$ cat config.mk
export PLATFORM = sky130hd
export DESIGN_NAME = ram_stream_reader
export DESIGN_NICKNAME = d
export VERILOG_FILES = /design/src/rtl/ram_stream_defs.sv /design/src/rtl/stream_fifo2.sv /design/src/rtl/ram_stream_reader.sv
export SDC_FILE = /design/constraint.sdc
export NUM_CORES = 1
export LEC_CHECK = 0
export BUFFER_PORTS_ARGS = -buffer_cell sky130_fd_sc_hd__buf_2
export CAP_MARGIN = 20
export CORE_ASPECT_RATIO = 0.7
export CORE_MARGIN = 3
export CORE_UTILIZATION = 60
export CTS_CLUSTER_DIAMETER = 50
export CTS_CLUSTER_SIZE = 20
export DETAILED_ROUTE_END_ITERATION = 8
export GPL_ROUTABILITY_DRIVEN = 0
export PLACE_DENSITY = 0.85
export SETUP_SLACK_MARGIN = 0.05
export SYNTH_ARGS = -nofsm -noshare
export SYNTH_HDL_FRONTEND = slang
export SYNTH_SLANG_ARGS = --single-unit
$ cat constraint.sdc
create_clock -name clock -period 5.3 [get_ports clock]
set_clock_uncertainty 0.1 [all_clocks]
set_input_delay 0.53 -clock clock [delete_from_list [all_inputs] [get_ports clock]]
set_output_delay 0.53 -clock clock [all_outputs]
set_load 0.005 [all_outputs]
$ cat src/rtl/ram_stream_defs.sv
// ram_stream_defs: shared widths, FSM encoding and buffer depth for ram_stream_reader
package ram_stream_defs;
  localparam int ADDR_W_DEF = 8;
  localparam int DATA_W_DEF = 8;
  localparam int LEN_W_DEF = ADDR_W_DEF + 1;
  localparam int FIFO_DEPTH = 2;
  typedef enum logic [1:0] {
    IDLE   = 2'd0,
    READ   = 2'd1,
    DRAIN  = 2'd2,
    FINISH = 2'd3
  } state_t;
endpackage

$ cat src/rtl/stream_fifo2.sv
// stream_fifo2: 2-entry synchronous FIFO (push/pop/flush/count, head shown combinationally)
module stream_fifo2
  import ram_stream_defs::*;
#(
  parameter int W = DATA_W_DEF
) (
  input  logic         clock,
  input  logic         reset,
  input  logic         flush,
  input  logic         push,
  input  logic         pop,
  input  logic [W-1:0] din,
  output logic [W-1:0] head,
  output logic [1:0]   count
);
  logic [W-1:0] mem [FIFO_DEPTH];
  logic         rd;
  logic         wr;
  logic         pop_ok;
  assign pop_ok = pop && count != 2'd0;
  assign head = mem[rd];
  always_ff @(posedge clock)
    if (reset || flush) begin
      mem <= '{default: '0};
      rd <= 1'b0;
      wr <= 1'b0;
      count <= 2'd0;
    end else begin
      if (push) begin
        mem[wr] <= din;
        wr <= ~wr;
      end
      if (pop_ok)
        rd <= ~rd;
      count <= count + {1'b0, push} - {1'b0, pop_ok};
    end
  always_ff @(posedge clock)
    if (!reset && !flush)
      assert (!(push && count == 2'd2));
endmodule

$ cat src/rtl/ram_stream_reader.sv
// ram_stream_reader: streams a RAM address range as valid/ready bytes; RAM_STREAM_LOOP_EN repeats the range until abort
module ram_stream_reader
  import ram_stream_defs::*;
#(
  parameter int ADDR_W = ADDR_W_DEF,
  parameter int DATA_W = DATA_W_DEF,
  parameter int LEN_W  = ADDR_W + 1
) (
  input  logic              clock,
  input  logic              reset,
  input  logic              start,
  input  logic              abort,
  input  logic [ADDR_W-1:0] base_addr,
  input  logic [LEN_W-1:0]  length,
  output logic              busy,
  output logic              done,
  output logic [ADDR_W-1:0] ram_address,
  input  logic [DATA_W-1:0] ram_data,
  output logic [DATA_W-1:0] out_data,
  output logic              out_valid,
  input  logic              out_ready
);
  state_t            state;
  logic [ADDR_W-1:0] addr;
  logic [LEN_W-1:0]  issue_left;
  logic [LEN_W-1:0]  pop_left;
  logic              pending;
  logic [1:0]        count;
  logic              issue;
  logic              pop;
  logic              flush;
`ifdef RAM_STREAM_LOOP_EN
  logic [ADDR_W-1:0] base_r;
  logic [LEN_W-1:0]  len_r;
`endif
  assign ram_address = addr;
  assign out_valid = count != 2'd0;
  assign pop = out_valid && out_ready;
  assign flush = abort && state != IDLE;
  // a pop this cycle frees a slot, which keeps one byte per cycle under steady ready
  assign issue = state == READ && issue_left != '0 && (count + {1'b0, pending} < 2'd2 || pop);
  stream_fifo2 #(.W(DATA_W)) u_fifo (
    .clock(clock),
    .reset(reset),
    .flush(flush),
    .push (pending),
    .pop  (pop),
    .din  (ram_data),
    .head (out_data),
    .count(count)
  );
  always_ff @(posedge clock)
    if (reset) begin
      state <= IDLE;
      addr <= '0;
      issue_left <= '0;
      pop_left <= '0;
      pending <= 1'b0;
      busy <= 1'b0;
      done <= 1'b0;
`ifdef RAM_STREAM_LOOP_EN
      base_r <= '0;
      len_r <= '0;
`endif
    end else if (flush) begin
      state <= IDLE;
      issue_left <= '0;
      pop_left <= '0;
      pending <= 1'b0;
      busy <= 1'b0;
      done <= 1'b0;
    end else begin
      pending <= issue;
      done <= 1'b0;
      if (issue) begin
        addr <= addr + ADDR_W'(1);
        issue_left <= issue_left - LEN_W'(1);
      end
      if (pop)
        pop_left <= pop_left - LEN_W'(1);
      case (state)
        IDLE:
          if (start) begin
            addr <= base_addr;
            issue_left <= length;
            pop_left <= length;
            busy <= length != '0;
            done <= length == '0;
            state <= length == '0 ? FINISH : READ;
`ifdef RAM_STREAM_LOOP_EN
            base_r <= base_addr;
            len_r <= length;
`endif
          end
        READ:
          if (issue && issue_left == LEN_W'(1)) begin
`ifdef RAM_STREAM_LOOP_EN
            addr <= base_r;
            issue_left <= len_r;
`else
            state <= DRAIN;
`endif
          end
        DRAIN:
          if (pop && pop_left == LEN_W'(1)) begin
            state <= FINISH;
            busy <= 1'b0;
            done <= 1'b1;
          end
        FINISH:
          state <= IDLE;
        default:
          state <= IDLE;
      endcase
    end
endmodule

# Yosys cells after proc, flatten, opt, wreduce, memory -nomap -nowiden
# Cells that the tools add are included.
# totals
out_inout_bits,19
reg_bits,51
latch_bits,0
mem_count,0
in_bits,30
rom_bits,0
ramBits,0
elab_cells,79
# op_classes
n_reduce_logical,20
n_div,0
n_lt_le_gt_ge,4
shift,0
bitwise,4
add_sub_neg,5
n_eq_ne,8
mux,26
multipliers,0
# op_table
operator,count
$mux 8,7
$mux 9,6
$eq 9x1->1 const B,2
$reduce_bool 9->1,2
$sub 9x1->9 const B,2
$bwmux 16,1
$logic_not 9->1,1
$add 8x1->8 const B,1
$demux 8 s1,1
$logic_and 1x1->1,8
$mux 2,4
$pmux 2 s4,1
$reduce_and 3->1,2
$reduce_bool 2->1,3
$eq 2x2->1 const B,2
$ge 2x2->1 const B,2
$mux 1,4
$ne 2x2->1 const B,2
$not 1->2,2
$pmux 1 s2,2
$add 2x1->2,1
$eq 2x1->1 const B,1
$logic_not 2->1,1
$logic_or 1x1->1,2
6 further kinds,7

# Longest topological paths before layout
# Gate-level depths: netlist of run 1.
# depth
ltp_word,7
mapped_depth,9
ltp_nobuf,7

# Hierarchy
# From an unflattened synthesis of run 1, not the netlist that was laid out.
# unflattened
cells_unflattened,313
area_unflattened_um2,2625.0
# modules_own_cells
module,instances,cells_each,area_per_inst_um2,seq_area_each_um2
ram_stream_reader,1,211,1760.4,620.6
stream_fifo2,1,102,864.6,400.4

# Least setup slack after synthesis of run 1
# OpenSTA, ideal clock, no wires.
# synth_path
path_type,register -> register
from,register u_fifo.count[0]
to,register issue_left[1]
path_buffers,0
t_required_ps,5121
arrival_time_ps,1704
path_stages_with_launch,7
setup_ps,79
synth_period_minus_slack_ps,1884
setup_slack_ps,3416
cell_sequence,dfxtp_1 ha_1 or3b_1 o211ai_4 nor2_4 mux2_4 a211oi_2
# synth_via
elab_chain_len,7
elab_cells_between_ends,9
cone_classes,1 x add/sub; 1 x order compare; 3 x mux; 4 x reduce/logical
# synth_rtl
element,line,source
from (decl),stream_fifo2.sv:14,output logic [1:0] count
from (signal assigned),stream_fifo2.sv:35,"count <= count + {1'b0, push} - {1'b0, pop_ok};"
$add 2x1->2 or $reduce_bool 2->1 (tied branches),"ram_stream_reader.sv:41, ram_stream_reader.sv:37",
$lt 2x2->1 or $logic_and 1x1->1 (tied branches),"ram_stream_reader.sv:41, ram_stream_reader.sv:38",
$logic_or 1x1->1 *,ram_stream_reader.sv:41,"assign issue = state == READ && issue_left != '0 && (count + {1'b0, pending} < 2'd2 || pop);"
$logic_and 1x1->1 *,ram_stream_reader.sv:41,
$mux 9 *,ram_stream_reader.sv:75,if (issue) begin
$mux 9,ram_stream_reader.sv:83,if (start) begin
$mux 9 *,ram_stream_reader.sv:81,case (state)
to (signal assigned),ram_stream_reader.sv:77,issue_left <= issue_left - LEN_W'(1);
to (signal assigned),ram_stream_reader.sv:85,issue_left <= length;
to (decl),ram_stream_reader.sv:25,logic [LEN_W-1:0] issue_left;
# Mark *: on every way between the ends. The rest lies on a longest branch, timed or not.
# A chain may end at the register's enable or synchronous reset.

# Worst setup path after layout of run 1
# layout_path
from,register pending
to,register issue_left[1]
# layout_via
elab_chain_len,7
# layout_rtl
element,line,source
from (decl),ram_stream_reader.sv:27,logic pending;
from (signal assigned),ram_stream_reader.sv:73,pending <= issue;
$add 2x1->2 *,ram_stream_reader.sv:41,
$lt 2x2->1 *,ram_stream_reader.sv:41,
$logic_or 1x1->1 *,ram_stream_reader.sv:41,
$logic_and 1x1->1 *,ram_stream_reader.sv:41,
$mux 9 *,ram_stream_reader.sv:75,
$mux 9,ram_stream_reader.sv:83,
$mux 9 *,ram_stream_reader.sv:81,
# Marked as above.

==> flow_summary.yaml, run 1 <==
cts:
  cts.reportedPaths.clkPinSlew_ns: 0.09
  hold_buffers: 0
  cts_made_buffers: 5
  cts_root_buffer: "clkbuf_8"
  post-cts-setup-buffers: 0
  cts_tree: "built"
  cts_resized: 0
  htreeDepth: 2
  clockBufferDepth: 2
  clock_sinks: 51
  clk_latency_ns: 0.31
floorplanning:
  rows: 19
  initial_core_util_pct: 65.4
  io_pins: 49
  core_area_um2: 4110
  die_h_um: 62.0
  die_x_um: 86.1
  fp.dieArea_um2: 5340
global_routing:
  first_global_vias: 2121
  grt_max_degree: 36
  grt_pass1_wl_mm: 10.3
  grt-ovfl-total: 0
  track_usage_pct: 24.6
  antenna_found_initial: 0
routing:
  viasPerCell: 5.85
  drt-initial-drc-count: 154
  ant_nets: 0
  vias: 2426
  drtPass1Iterations: 4
  drc: 0
  routed_wl_mm: 6.36
  wl_per_cell_um: 15.3
synth:
  synth_warnings: 0
  synthCells: 321
  ys_types: 51
  yosys-top-cells-area: "dfxtp_1, a21oi_1, nand2_1"
  syn_nets: 361
  syn_area_per_cell_um2: 8.38
  synth_top_area_share_pct: 37.9
  synth_area_leader_cell: "dfxtp_1"
  ys_seq_area_share_pct: 37.9
  syn_area_um2: 2690
  synth-seq-cells: 51
min_path:
  min_path_type: "register to register"
  whs_endpoint: "u_fifo.mem[9]"
  min_from: "u_fifo.mem[9]"
  min_path_cells: 2
worst_setup_path:
  path_class: "register to register"
  critical-path-max-stage-delay_ns: 0.57
  crit_fanout: 13
  rr_endpoint: "issue_left[1]"
  critPathCaptureType: "register"
  r2r_slack_ns: 3.02
  critical-path-top-delay-family: "flip-flops"
  rr_startpoint: "pending"
  cp_data_arrival_time_ns: 2.41
  worstRegToRegCells: 6
  slowest_stage: "dfxtp_1"
  required_ns: 5.44
  start_kind: "register"
  crit_chain: "ha_1 > or3b_1 > o211ai_4 > nor2_4 > mux2_4 > a211oi_2"
  path_buf_inv: 0
sta:
  rsz0062_at_grt: "no"
  final_max_slew_viol_count: 0
  finalCriticalPeriod_ns: 2.28
  final_hold_viol_count: 0
  tns_ns: 0
  slew_headroom_pct: 57.3
  tightestPinTransition_ns: 0.639
  finalSetupViolCount: 0
  period_share_pct: 43.0
  clock.fmax_ghz: 0.439
  hold-worst-slack_ns: 0.356
finish:
  finalInstanceArea_um2: 3050
  regArea_um2: 1020
  syn_to_final_growth_pct: 13.2
  fill_cells: 320
  n_antenna_cell: 0
  multi_input_area_um2: 1550
  layout.nets: 402
  drive_gt1_share_pct: 21.5
run:
  max-cap-violations: 0
placed_design:
  dp_hpwl_mm: 4.61
  post_dp_cell_area_um2: 2930
  port_buffers: 48
outcome:
  run_status: "finished clean"
pwr:
  ir_worst_vdd_mv: 0.351
  p_leak_nw: 1.17
  p_per_area_nw_per_um2: 493
[per-stage QoR]
| step | cells | power, mW | util, % | setup slack [ns] |
|---|---|---|---|---|
| floorplan | 321 | 1.09 | - | 3.42 |
| detailed placement | 406 | 1.24 | 71.2 | 3.01 |
| finish | 415 | 1.50 | 74.1 | 3.02 |
| global placement | 406 | 1.22 | 71.2 | 3.09 |
| global route | 415 | 1.62 | 74.1 | 2.83 |
| CTS | 414 | 1.49 | 73.7 | 3.01 |
[registers in the layout (all words and copies together) (netlist names), 2 cells and up]
| signal | flops |
|---|---|
| issue_left | 9 |
| pop_left | 9 |
| ram_address | 8 |
| state | 2 |
| u_fifo.count | 2 |
| u_fifo.mem | 16 |
[cell families (layout without fill, tap and decap cells)]
group	after synthesis	after routing	synth area share, %
and+or+nand+nor	124	124	24.4
AOI/OAI and AO/OA	75	75	16.8
DFF	51	51	37.9
buffers and inverters	28	70	4.46
xor gates and xnor gates	22	22	7.16
muxes	11	11	4.65
adders and majority gates	10	10	4.65
[synthesized netlist by cell type, drive strengths merged]
library cell	n
a211oi	6
a21boi	1
a21oi	42
a22oi	2
a31oi	2
a41o	1
and2	2
and3	4
buf	9
clkbuf	7
dfxtp	51
ha	10
inv	12
mux2	9
mux2i	2
nand2	38
nand2b	4
nand3	14
nand3b	1
nand4	5
nand4b	1
nor2	19
nor2b	4
nor3	12
nor3b	4
nor4	5
nor4b	3
o2111ai	1
o211ai	2
o21a	1
o21ai	12
o21bai	1
o22ai	3
o311a	1
or2	2
or3	2
or3b	1
or4	3
xnor2	15
xor2	7
[power by group]
group	internal (mW)	switching (mW)
Sequential	0.482	0.121
Clock	0.119	0.128
Combinational	0.282	0.373
[worst reg2reg max path, delay by kind of cell (launching register included)]
family          cells  cell delay (ns)
flops               1             0.57
simple gates        2             0.53
fa+ha+maj           1             0.32
compound gates      2             0.39
mux                 1             0.31
[cell usage in the layout, fill, tap and decap left out, types with 3 or more instances in the layout]
cell type and count:
a21oi_1 42, dfxtp_1 51, o21ai_0 12, nor3_1 12
nor4_1 3, ha_1 10, and3_1 4, inv_1 12
nand2_1 38, xnor2_1 15, mux2_2 8, xor2_1 7
o22ai_1 3, nand3_1 13, buf_2 48, nor3b_1 4
nand4_1 5, a211oi_1 4, nand2b_1 4, nor2_1 18
clkbuf_8 7, nor2b_1 4, or4_1 3
[final cells by class]
cell class	instances	area share (%)
sequential	51	33.5
inverter	12	1.48
clock buffer	7	3.16
timing repair buffer	50	8.62
clock inverter	1	0.246
tap	52	2.13
multi-input combinational	242	50.9
[worst max path at each step]
stage                    startpoint             end  slack, ns  cells after the start
floorplan           u_fifo.count[0]   issue_left[1]       3.42                      6
global placement            pending   issue_left[1]       3.09                      6
detailed placement        length[3]            busy       3.01                      6
CTS                         pending   issue_left[1]       3.01                      6
global route                pending  ram_address[6]       2.83                      6
finish                      pending   issue_left[1]       3.02                      6
[per-layer routing]
| layer | vias up | GRT usage (%) | routed length (µm) |
|---|---|---|---|
| li1 | 1213 | - | - |
| met1 | 1120 | 35.9 | 3010 |
| met2 | 86 | 36.8 | 2870 |
| met3 | 7 | 4.61 | 414 |
| met4 | 0 | 8.35 | 66 |
| met5 | - | 0 | 0 |
No activity file was read; power rests on OpenSTA's default activity.
==> run 2: changes to the inputs <==
Settings changed: CORE_UTILIZATION 60 to 55, PLACE_DENSITY 0.85 to 0.79.
Clock period 5.3 ns to 2.4 ns, I/O delays scaled along.
==> flow_summary.yaml, run 2 (synthesized netlist as in run 1, its figures left out) <==
outcome:
  run_status: "finished clean"
sta:
  clock.fmax_ghz: 0.490
  rsz0062_at_grt: "no"
  hold-worst-slack_ns: 0.0853
  worst_slack_ns: 0.359
  slew_headroom_pct: 60.6
  tns_ns: 0
  tightestPinTransition_ns: 0.590
  finalSetupViolCount: 0
  final_max_slew_viol_count: 0
  final_hold_viol_count: 0
  finalCriticalPeriod_ns: 2.04
  period_share_pct: 85.0
floorplanning:
  die_x_um: 89.6
  fp.dieArea_um2: 5780
  die_h_um: 64.5
  io_pins: 49
  core_area_um2: 4530
  initial_core_util_pct: 59.4
  rows: 20
routing:
  drc: 0
  drt-initial-drc-count: 164
  viasPerCell: 5.47
  routed_wl_mm: 6.05
  wl_per_cell_um: 14.0
  ant_nets: 0
  vias: 2359
  drtPass1Iterations: 4
worst_setup_path:
  path_class: "register to register"
  critPathCaptureType: "register"
  crit_fanout: 10
  cp_data_arrival_time_ns: 2.13
  required_ns: 2.49
  start_kind: "register"
cts:
  hold_buffers: 0
  htreeDepth: 2
  cts_tree: "built"
  clk_latency_ns: 0.31
  cts_resized: 0
  clock_sinks: 51
  clockBufferDepth: 2
  post-cts-setup-buffers: 0
  cts_made_buffers: 5
  cts.reportedPaths.clkPinSlew_ns: 0.09
  cts_root_buffer: "clkbuf_8"
finish:
  syn_to_final_growth_pct: 14.2
  drive_gt1_share_pct: 21.9
  n_antenna_cell: 0
  layout.nets: 404
  largestRegisters: "u_fifo.mem x16, issue_left x9, pop_left x9"
  instances_no_fill: 431
  final_common_cell: "dfxtp_1"
  largest_reg_flops: 16
  top_register: "u_fifo.mem"
  layout_common_cells: "dfxtp_1, buf_2, a21oi_1"
global_routing:
  track_usage_pct: 21.7
  antenna_found_initial: 0
  grt-ovfl-total: 0
  grt_pass1_wl_mm: 9.85
  first_global_vias: 2141
  grt_max_degree: 36
placed_design:
  dp_hpwl_mm: 4.56
  dp_worst_setup_slack_ns: 0.389
  dp.cells: 423
  port_buffers: 48
pwr:
  p_leak_nw: 1.18
  ir_worst_vdd_mv: 0.709
  p_per_area_nw_per_um2: 1070
min_path:
  min_path_type: "input pin to register"
run:
  max-cap-violations: 0
-- run 2: cell count changes in the layout (fill, tap and decap cells not counted), sizes merged --
cell | previous run | this run
buf | 50 | 52
-- run 2: routing by layer --
metal	GRT usage, %	wire length, µm	up-vias	share of wire (%)
met5	0	0	-	0
met4	5.58	48	0	0.79
met3	4.19	310	4	5.1
met2	31.0	2610	48	43
met1	33.0	3070	1090	51
li1	-	-	1217	-
-- run 2: worst paths after layout --
kind | startpoint | endpoint | slack [ns] | depth (start not counted)
max | state[0] | ram_address[6] | 0.36 | 7
min | ram_data[4] | u_fifo.mem[12] | 0.09 | 3
max reg2reg | state[0] | ram_address[6] | 0.36 | 7
min reg2reg | u_fifo.mem[12] | u_fifo.mem[12] | 0.36 | 2
-- run 2: cell type report --
cell class,instances,area (µm²)
Multi-Input combinational cell,242,1550
Fill cell,374,1460
Sequential cell,51,1020
Timing Repair Buffer,52,270
Clock buffer,7,96.3
Tap cell,66,82.6
Inverter,12,45.0
Clock inverter,1,7.51
-- run 2: metrics by stage --
step                      instance area [µm²]  utilization (%)  power (mW)
after floorplan                          2690                -        2.41
final                                    3070             67.8        3.29
after CTS                                3070             67.8        3.29
after global placement                   2970             65.6        2.72
after global routing                     3070             67.8        3.55
after detailed placement                 2970             65.6        2.75
-- run 2: where the power goes --
part | leakage, nW | internal [mW] | switching, mW
Combinational | 0.713 | 0.625 | 0.811
Sequential | 0.417 | 1.06 | 0.251
Clock | 0.0505 | 0.263 | 0.281
Total | 1.18 | 1.95 | 1.34
-- run 2: worst max-delay path, cell delays in order, from the launching register on --
cell and delay, ns:
dfxtp_1 0.33, inv_1 0.09, ha_1 0.32, and2_1 0.43
o21ai_0 0.16, a22oi_1 0.15, nor2_1 0.05, or3_1 0.29
